## config.mk

```make
export PLATFORM = sky130hd
export DESIGN_NAME = log_event_scheduler
export DESIGN_NICKNAME = d
export VERILOG_FILES = /design/src/rtl/log_sched_pkg.sv /design/src/rtl/log_evt_fifo.sv /design/src/rtl/log_event_scheduler.sv
export SDC_FILE = /design/constraint.sdc
export NUM_CORES = 1
export LEC_CHECK = 0
export CAP_MARGIN = 20
export CORE_ASPECT_RATIO = 2
export CORE_MARGIN = 2
export CORE_UTILIZATION = 43
export DETAILED_ROUTE_END_ITERATION = 8
export SKIP_LAST_GASP = 1
export SLEW_MARGIN = 10
export SYNTH_ARGS = -nofsm -noshare
export SYNTH_HDL_FRONTEND = slang
export SYNTH_SLANG_ARGS = --single-unit
```

## constraint.sdc

```tcl
create_clock -name clk -period 6.1 [get_ports clk]
set_input_delay 1.525 -clock clk [delete_from_list [all_inputs] [get_ports clk]]
set_output_delay 1.525 -clock clk [all_outputs]
set_load 0.05 [all_outputs]
```

## src/rtl/log_sched_pkg.sv

```systemverilog
// Shared types for the log event scheduler: event kinds, FSM states and the
// event record carried through the slot, FIFO and output register.
package log_sched_pkg;

   typedef enum logic [1:0] {
      SNAP  = 2'd0,
      TRUE  = 2'd1,
      FALSE = 2'd2
   } evt_kind_e;

   typedef enum logic [1:0] {
      IDLE  = 2'd0,
      PRIME = 2'd1,
      RUN   = 2'd2,
      DRAIN = 2'd3
   } state_e;

   typedef struct packed {
      evt_kind_e   kind;
      logic [31:0] tstamp;
      logic        a;
      logic        b;
   } evt_t;

   localparam logic [15:0] DROP_MAX = 16'hFFFF;

endpackage

```

## src/rtl/log_evt_fifo.sv

```systemverilog
// Small synchronous FIFO of event records for the compare path. A push into a
// full FIFO is accepted only when a pop frees an entry in the same cycle.
module log_evt_fifo
   import log_sched_pkg::*;
#(
   parameter int DEPTH = 4
) (
   input  logic clk,
   input  logic rst_n,
   input  logic push,
   input  evt_t din,
   input  logic pop,
   output evt_t dout,
   output logic full,
   output logic empty
);

   localparam int AW = $clog2(DEPTH);

   evt_t          mem [DEPTH];
   logic [AW-1:0] wr_ptr;
   logic [AW-1:0] rd_ptr;
   logic [AW:0]   count;
   logic          do_push;
   logic          do_pop;

   assign full    = (count == (AW+1)'(DEPTH));
   assign empty   = (count == '0);
   assign do_pop  = pop && !empty;
   assign do_push = push && (!full || do_pop);
   assign dout    = mem[rd_ptr];

   // Storage array; payload needs no reset
   always_ff @(posedge clk) begin
      if (do_push) mem[wr_ptr] <= din;
   end

   // Pointer and occupancy bookkeeping
   always_ff @(posedge clk or negedge rst_n) begin
      if (!rst_n) begin
         wr_ptr <= '0;
         rd_ptr <= '0;
         count  <= '0;
      end else begin
         if (do_push) wr_ptr <= wr_ptr + AW'(1);
         if (do_pop)  rd_ptr <= rd_ptr + AW'(1);
         if (do_push && !do_pop)      count <= count + (AW+1)'(1);
         else if (!do_push && do_pop) count <= count - (AW+1)'(1);
      end
   end

endmodule

```

## src/rtl/log_event_scheduler.sv

```systemverilog
// Merges periodic a/b snapshots and operand compare results onto one
// valid/ready event channel with round-robin arbitration and drop counting.
module log_event_scheduler
   import log_sched_pkg::*;
#(
   parameter int DATA_W     = 32,
   parameter int PERIOD     = 2,
   parameter int FIFO_DEPTH = 4
) (
   input  logic              clk,
   input  logic              rst_n,
   input  logic              en,
   input  logic [DATA_W-1:0] op_i,
   input  logic [DATA_W-1:0] op_j,
   input  logic              sig_a,
   input  logic              sig_b,
   output logic              evt_valid,
   input  logic              evt_ready,
   output logic [1:0]        evt_kind,
   output logic [31:0]       evt_time,
   output logic              evt_a,
   output logic              evt_b,
   output logic [15:0]       drop_cnt,
   output logic              busy
);

   localparam int            PW         = (PERIOD > 1) ? $clog2(PERIOD) : 1;
   localparam logic [PW-1:0] PHASE_LAST = PW'(PERIOD - 1);

   function automatic logic [15:0] sat_add(input logic [15:0] cnt, input logic [1:0] inc);
      logic [16:0] sum;
      sum = {1'b0, cnt} + {15'd0, inc};
      return sum[16] ? DROP_MAX : sum[15:0];
   endfunction

   state_e            state;
   state_e            state_nx;
   logic              active;
   logic [31:0]       time_cnt;
   logic [PW-1:0]     phase;
   logic [DATA_W-1:0] op_i_q;
   logic [DATA_W-1:0] op_j_q;
   logic              snap_full;
   evt_t              snap_slot;
   logic              snap_cap;
   logic              cmp_push;
   evt_t              cmp_evt;
   evt_t              fifo_head;
   logic              fifo_full;
   logic              fifo_empty;
   logic              fifo_pop;
   logic              load;
   logic              grant_snap;
   logic              grant_fifo;
   logic              rr_ptr;      // 0: slot has priority, 1: FIFO has priority
   logic              snap_drop;
   logic              cmp_drop;
   evt_t              out_q;

   // FSM state register
   always_ff @(posedge clk or negedge rst_n) begin
      if (!rst_n) state <= IDLE;
      else        state <= state_nx;
   end

   // FSM next-state; captures only happen in PRIME and RUN
   always_comb begin
      state_nx = state;
      active   = 1'b0;
      case (state)
         IDLE:    if (en) state_nx = PRIME;
         PRIME: begin
            active   = 1'b1;
            state_nx = RUN;
         end
         RUN: begin
            active = 1'b1;
            if (!en) state_nx = DRAIN;
         end
         DRAIN: begin
            if (en) state_nx = RUN;
            else if (!snap_full && fifo_empty && !evt_valid) state_nx = IDLE;
         end
         default: state_nx = IDLE;
      endcase
   end

   assign snap_cap = active && (phase == PHASE_LAST);
   assign cmp_push = (state == PRIME) ||
                     ((state == RUN) && ((op_i != op_i_q) || (op_j != op_j_q)));
   assign cmp_evt  = '{kind: (op_i == op_j) ? TRUE : FALSE, tstamp: time_cnt, a: 1'b0, b: 1'b0};

   // Timestamp, snapshot phase and operand history advance only while capturing
   always_ff @(posedge clk or negedge rst_n) begin
      if (!rst_n) begin
         time_cnt <= '0;
         phase    <= '0;
         op_i_q   <= '0;
         op_j_q   <= '0;
      end else if (active) begin
         time_cnt <= time_cnt + 32'd1;
         phase    <= (phase == PHASE_LAST) ? '0 : phase + PW'(1);
         op_i_q   <= op_i;
         op_j_q   <= op_j;
      end
   end

   // One-entry snapshot slot; a newer capture replaces an unsent one
   always_ff @(posedge clk or negedge rst_n) begin
      if (!rst_n) begin
         snap_full <= 1'b0;
         snap_slot <= '0;
      end else if (snap_cap) begin
         snap_full <= 1'b1;
         snap_slot <= '{kind: SNAP, tstamp: time_cnt, a: sig_a, b: sig_b};
      end else if (grant_snap) begin
         snap_full <= 1'b0;
      end
   end

   log_evt_fifo #(.DEPTH(FIFO_DEPTH)) u_cmp_fifo (
      .clk   (clk),
      .rst_n (rst_n),
      .push  (cmp_push),
      .din   (cmp_evt),
      .pop   (fifo_pop),
      .dout  (fifo_head),
      .full  (fifo_full),
      .empty (fifo_empty)
   );

   assign load      = !evt_valid || evt_ready;
   assign fifo_pop  = grant_fifo;
   assign snap_drop = snap_cap && snap_full && !grant_snap;
   assign cmp_drop  = cmp_push && fifo_full && !fifo_pop;

   // Round-robin grant; a lone pending source wins regardless of rr_ptr
   always_comb begin
      grant_snap = 1'b0;
      grant_fifo = 1'b0;
      if (load) begin
         if (snap_full && !fifo_empty) begin
            grant_snap = !rr_ptr;
            grant_fifo = rr_ptr;
         end else begin
            grant_snap = snap_full;
            grant_fifo = !fifo_empty;
         end
      end
   end

   // Priority pointer moves to the source that lost the last grant
   always_ff @(posedge clk or negedge rst_n) begin
      if (!rst_n)          rr_ptr <= 1'b0;
      else if (grant_snap) rr_ptr <= 1'b1;
      else if (grant_fifo) rr_ptr <= 1'b0;
   end

   // Saturating count of overwritten snapshots and rejected compare events
   always_ff @(posedge clk or negedge rst_n) begin
      if (!rst_n) drop_cnt <= '0;
      else        drop_cnt <= sat_add(drop_cnt, {1'b0, snap_drop} + {1'b0, cmp_drop});
   end

   // Output register; reloads only when empty or being accepted
   always_ff @(posedge clk or negedge rst_n) begin
      if (!rst_n) begin
         evt_valid <= 1'b0;
         out_q     <= '0;
      end else if (load) begin
         evt_valid <= grant_snap || grant_fifo;
         if (grant_snap)      out_q <= snap_slot;
         else if (grant_fifo) out_q <= fifo_head;
      end
   end

   assign evt_kind = out_q.kind;
   assign evt_time = out_q.tstamp;
   assign evt_a    = out_q.a;
   assign evt_b    = out_q.b;
   assign busy     = (state != IDLE) || snap_full || !fifo_empty || evt_valid;

endmodule
```

* Yosys cells after proc, flatten, opt, wreduce, memory -nomap -nowiden
Memory sizes are Yosys's and may differ from the RTL's.
Index checks and enable logic that the tools add are counted.
** Cells by class
- Add/sub/neg operators :: 8
- Reduce and logical (&&, ||, !) cells :: 39
- Equal/unequal tests :: 10
- Multiplexer cells :: 23
** Operator list (count)
- 36-bit 2-to-1 mux :: 2
- 32-bit inequality test :: 2
- 32-bit by 1-bit adder with 32-bit output, second input constant :: 1
- 32-bit equality test :: 1
- 16-bit by 2-bit adder with 17-bit output :: 1
- 16-bit 2-to-1 mux :: 1
- 1-bit logical AND :: 13
- 1-bit 2-to-1 mux :: 12
- 2-bit 2-to-1 mux :: 5
- 1-bit zero test :: 9
- 1-bit logical OR :: 8
- 2-bit one-hot mux with 4 select lines :: 1
- 2-bit nonzero test :: 4
- 3-bit 2-to-1 mux :: 2
- 2-bit by 1-bit adder with 2-bit output, second input constant :: 2
- 2-bit equality test, second input constant :: 2
- 2-bit inequality test, second input constant :: 2
- 3-bit by 1-bit adder with 3-bit output, second input constant :: 1
- 3-bit equality test, second input constant :: 1
- 3-bit zero test :: 1
- 3-bit inequality test, second input constant :: 1
- 3-bit AND reduction :: 1
- 3-bit by 1-bit subtractor with 3-bit output, second input constant :: 1
- 1-bit by 1-bit adder with 2-bit output :: 1
- other kinds (5) :: 5
** Storage, ports and cells
- Logic and storage cells :: 100
- Memory bits (writable) :: 136
- Output and inout bits :: 54
- Register bits after elaboration :: 195
- Memories kept :: 1
- Input port bits :: 70
** Memories
- u_cmp_fifo.mem :: words 4, bits a word 34, rd ports 1, clocked after Yosys merged registers in 0, wr ports 1, RTL line log_evt_fifo.sv:20 : evt_t mem [DEPTH];

* Logic depth before layout (Yosys ltp)
- Word-level depth :: 12
- Mapped depth :: 14
- Gate-level depth less buffers :: 14

* Cells and area by module
A second synthesis with hierarchy kept.
** Unflattened totals
- Cells, all modules :: 951
- Area total of the unflattened synthesis :: 14377.5 um^2
** By module, submodules not included
- log_event_scheduler :: area an instance 8744.6 um^2, cells each 728, seq. area each 4704.5 um^2, times used 1
- log_evt_fifo :: area an instance 5632.9 um^2, cells each 223, seq. area each 4499.3 um^2, times used 1

* Least setup slack after synthesis
No wires, ideal clock.
- Path kind :: input to register
- Start point :: in op_j[6]
- End point :: reg drop_cnt[15]
- Setup slack :: 1.831 ns
- Data required time :: 5.975 ns
- Setup time :: 0.125 ns
- Path buffers :: 0
- Stages :: 13
- Arrival time :: 4.144 ns
- Path through :: xnor2_1 -> nand4_1 -> nor4_1 -> nand4_1 -> a21oi_1 -> nor2_1 -> fa_1 -> and4_1 -> nor2b_1 -> and2b_1 -> nor2b_1 -> nand3_1 -> mux2_2
** On the way
- Longest elaborated chain between the ends :: 9
** Ends and longest elaborated chain
- from (decl) :: RTL line log_event_scheduler.sv:14 : input logic [DATA_W-1:0] op_j,
- 32-bit inequality test :: RTL line log_event_scheduler.sv:90 : ((state == RUN) && ((op_i != op_i_q) || (op_j != op_j_q)));
- 1-bit logical OR :: RTL line log_event_scheduler.sv:90
- 1-bit logical AND :: RTL line log_event_scheduler.sv:90
- 1-bit logical OR :: RTL line log_event_scheduler.sv:89 : assign cmp_push = (state == PRIME) ||
- 1-bit logical AND (2 in a row) :: RTL line log_event_scheduler.sv:135 : assign cmp_drop = cmp_push && fifo_full && !fifo_pop;
- 1-bit by 1-bit adder with 2-bit output :: RTL line log_event_scheduler.sv:162 : else drop_cnt <= sat_add(drop_cnt, {1'b0, snap_drop} + {1'b0, cmp_drop});
- 16-bit by 2-bit adder with 17-bit output :: RTL line log_event_scheduler.sv:32 : sum = {1'b0, cnt} + {15'd0, inc};
- 16-bit 2-to-1 mux :: RTL line log_event_scheduler.sv:33 : return sum[16] ? DROP_MAX : sum[15:0];
- to (signal assigned) :: RTL line log_event_scheduler.sv:162
- to (decl) :: RTL line log_event_scheduler.sv:23 : output logic [15:0] drop_cnt,
Every way passes these cells.
A chain may end at the register's enable or synchronous reset.

* Worst setup path after layout
- Start point :: in op_j[17]
- End point :: reg drop_cnt[5]
The elaborated chain is that of the path after synthesis.

==> impl_metrics.toml <==
[logic_synthesis]
synth_fa_ha_area_share_pct = 1.34
async_flop_share_pct = 58.9
synth-edff-count = 136
netlist_area_mm2 = 0.0142
synthCells = 979
muxShareOfSynthArea_pct = 14.7
ys_ff_latch = 331
synth_top_area_share_pct = 34.4
ys.flop_type = "dfrtp_1"
synthXorXnorAreaFrac_pct = 8.70
synth.largest_area_cell = "dfrtp_1"
synth-simple-area-share_pct = 8.45
ys_top_cells_by_area = "dfrtp_1 (34%), edfxtp_1 (29%), mux2_2 (8.0%), xnor2_1 (7.1%), mux4_2 (5.4%)"
synth.distinct_cells = 46
ys_seq_area_share_pct = 63.2
yosysWarnings = 0
synth_nets = 1063
synth_top_family_by_area = "multiplexers"
synth_compound_area_share_pct = 2.46
avgSynthCellArea_um2 = 14.5

[sta]
clock.fmax_ghz = 0.207
finalSetupTns_ns = 0
timing.final.crit_period_ns = 4.83
rsz0062_at_grt = "false"
worstMarginPinSlew_ns = 0.946
maxSlewViolCount = 0
worst_clock_skew_ns = 0.00941
period_share_pct = 79.1
setup_viol = 0
slew_headroom_pct = 36.8
hold_viol = 0

[clock_tree]
clock_path_buffers = 3
clkTransAtPathRegs_ns = 0.07
cts_root_buffer = "clkbuf_16"
clock-sinks = 331
cts.hold.buffers_added = 0
post_cts_buffers = 0
cts_htree_levels = 1
cts_tree = "built"
cts.repair.resized = 0
cts_buffers = 30
clkLatencyLatePin_ns = 0.56

[setup_path]
endpoint_kind = "flop"
crit_buf_inv = 1
reg2reg_depth = 13
cp_data_arrival_time_ns = 5.24
cp_max_fo = 13
crit_path_frequent_cell = "nand4_1"
cpMaxStageDelayCell = "xnor2_1"
r2r_setup_slack_ns = 2.32
required_ns = 6.52
worstSetupPathType = "in -> reg"
critPathMaxStageDelay_ns = 0.49
critPathLaunchType = "input pin"
critPathTopFamily = "simple AND/OR/NAND/NOR gates"
cp_num_cells = 14
path_cells = "clkdlybuf4s50_1 -> xnor2_1 -> nand4_1 -> nor4_1 -> nand4_1 -> a21oi_1 -> nor2_1 -> fa_1 -> ha_1 -> nand3_1 -> nor3_1 -> nand2_1 -> or3_1 -> o21ai_0"

[power]
p_comb_share_pct = 38.6
power.internal_mw = 5.73
clock_power_share_pct = 21.7
seqPwrFrac_pct = 39.7
irDropWorstVdd_v = 0.000276
power_density_mw_per_mm2 = 524
p_leak_nw = 6.60
switching_power_mw = 3.21
finalPower_mw = 8.94
swShare_pct = 35.9

[grt]
grt_overflow = 0
grt_pass1_vias = 8952
grt_max_degree = 103
grt_util_all_layers_pct = 19.4
grt_pass1_wl_um = 51500
antenna_found_initial = 0

[detailed_routing]
drt_first_pass_iters = 5
num_vias = 8334
drt_iter0_markers = 432
wire_per_inst_um = 20.7
drc = 0
detail-route-antenna-nets = 0
via_per_inst = 5.28
routed_wl_um = 32700

[die]
rows = 94
dieArea_mm2 = 0.0346
io_pins = 124
core_area_mm2 = 0.0327
start_util_pct = 43.4
die_h_um = 261
die_w_um = 132

[layout]
layout-drive-gt1-share_pct = 18.8
final_nets = 1205
area_growth_pct = 20.2
seq_area_mm2 = 0.00896
design_area_mm2 = 0.0171
multiInputGateArea_mm2 = 0.00511
antenna_cells = 0
n_fill_cell = 2881

[placement]
placed_cell_area_mm2 = 0.0160
dp_hpwl_um = 21900
place.gp.congestion = 0.886
portBuffers = 123

[min_path]
hold_path_class = "reg -> reg"
hold_depth = 1

[flow_run]
cap_violations = 0

[outcome]
outcome = "completed"
-- cell families (layout without fill, tap and decap cells) --
logic type	count (synthesis)	after routing
AO/OA/AOI/OAI	59	59
XOR/XNOR	141	141
adder cells (fa/ha/maj)	14	14
buffers and inverters	39	205
flip-flops	331	331
multiplexers	154	154
AND/OR/NAND/NOR	241	241
-- cell type report --
| cell class | count | area share, % |
|---|---|---|
| timing repair buffer | 140 | 8.18 |
| multi-input combinational | 609 | 30.0 |
| tap | 432 | 3.17 |
| inverter | 9 | 0.198 |
| clock inverter | 14 | 0.946 |
| clock buffer | 42 | 4.97 |
| sequential | 331 | 52.6 |
-- synth_stat cells, drive strengths merged, types with 4 or more instances --
library cell  number
nor3               4
nor2b              5
nor2              40
nand3             16
a22o               4
edfxtp           136
o21ai             28
ha                12
inv                9
mux2             101
mux4              34
nand4             48
dfrtp            195
a21oi              6
xnor2            115
a31oi             15
and3               8
nand2             92
mux2i             19
nor4              12
nand2b             5
xor2              26
buf               11
clkbuf            19
or3                4
-- layout by cell type (no fill, tap or decap), drive strengths merged, types with 7 or more instances in the layout --
cell,count
a31oi,15
and3,8
buf,17
clkbuf,43
clkdlybuf4s50,122
clkinv,7
dfrtp,195
edfxtp,136
ha,12
inv,11
mux2,101
mux2i,19
mux4,34
nand2,92
nand3,16
nand4,48
nor2,40
nor4,12
o21ai,28
xnor2,115
xor2,26
-- registers in the layout (all words and copies together) (netlist names), 3 cells and up --
name	cells
op_i_q	32
time_cnt	32
drop_cnt	16
u_cmp_fifo.count	3
snap_slot	34
evt_time	32
u_cmp_fifo.mem	136
op_j_q	32
-- power by group through the flow --
stage	clock (mW)	sequential, mW	combinational [mW]
6_report	1.94	3.55	3.46
5_1_grt	2.08	3.65	3.73
4_1_cts	1.99	3.56	3.52
3_5_place_dp	0	3.60	3.51
3_3_place_gp	0	3.57	3.47
2_1_floorplan	0	3.86	2.08
-- stage by stage --
| stage | setup WS (ns) | cells | hold WS, ns | utilization (%) |
|---|---|---|---|---|
| after floorplan | 1.83 | 979 | 0.441 | - |
| after global placement | 0.787 | 1520 | 0.457 | 49.0 |
| after detailed placement | 0.708 | 1520 | 0.461 | 49.0 |
| after CTS | 1.28 | 1576 | 0.471 | 52.1 |
| after global routing | 1.07 | 1577 | 0.499 | 52.2 |
| final | 1.27 | 1577 | 0.474 | 52.2 |
-- path summary, 6_finish.rpt --
kind,startpoint,end
setup / recovery,op_j[17],drop_cnt[5]
hold / removal,phase,phase
setup reg to reg,op_j_q[17],drop_cnt[5]
hold reg to reg,phase,phase
max in group asynchronous,rst_n,u_cmp_fifo.rd_ptr[0]
min in group asynchronous,rst_n,evt_time[12]
-- metal layers --
layer	part of all wire (%)	up-vias	GRT usage [%]	wire length, um
li1	-	3848	-	-
met1	36	4231	20.6	11800
met2	57	187	38.8	18600
met3	3.3	68	2.35	1090
met4	3.6	0	6.93	1180
met5	0	-	0	0
-- worst reg2reg max path, stage by stage, from the launching register on --
cell     delay (ns)
dfrtp_1        0.39
xnor2_1        0.49
nand4_1        0.17
nor4_1         0.34
nand4_1        0.28
a21oi_1        0.28
nor2_1         0.10
fa_1           0.43
ha_1           0.24
nand3_1        0.17
nor3_1         0.10
nand2_1        0.12
or3_1          0.37
o21ai_0        0.17
Power figures use the tool's default switching activity.
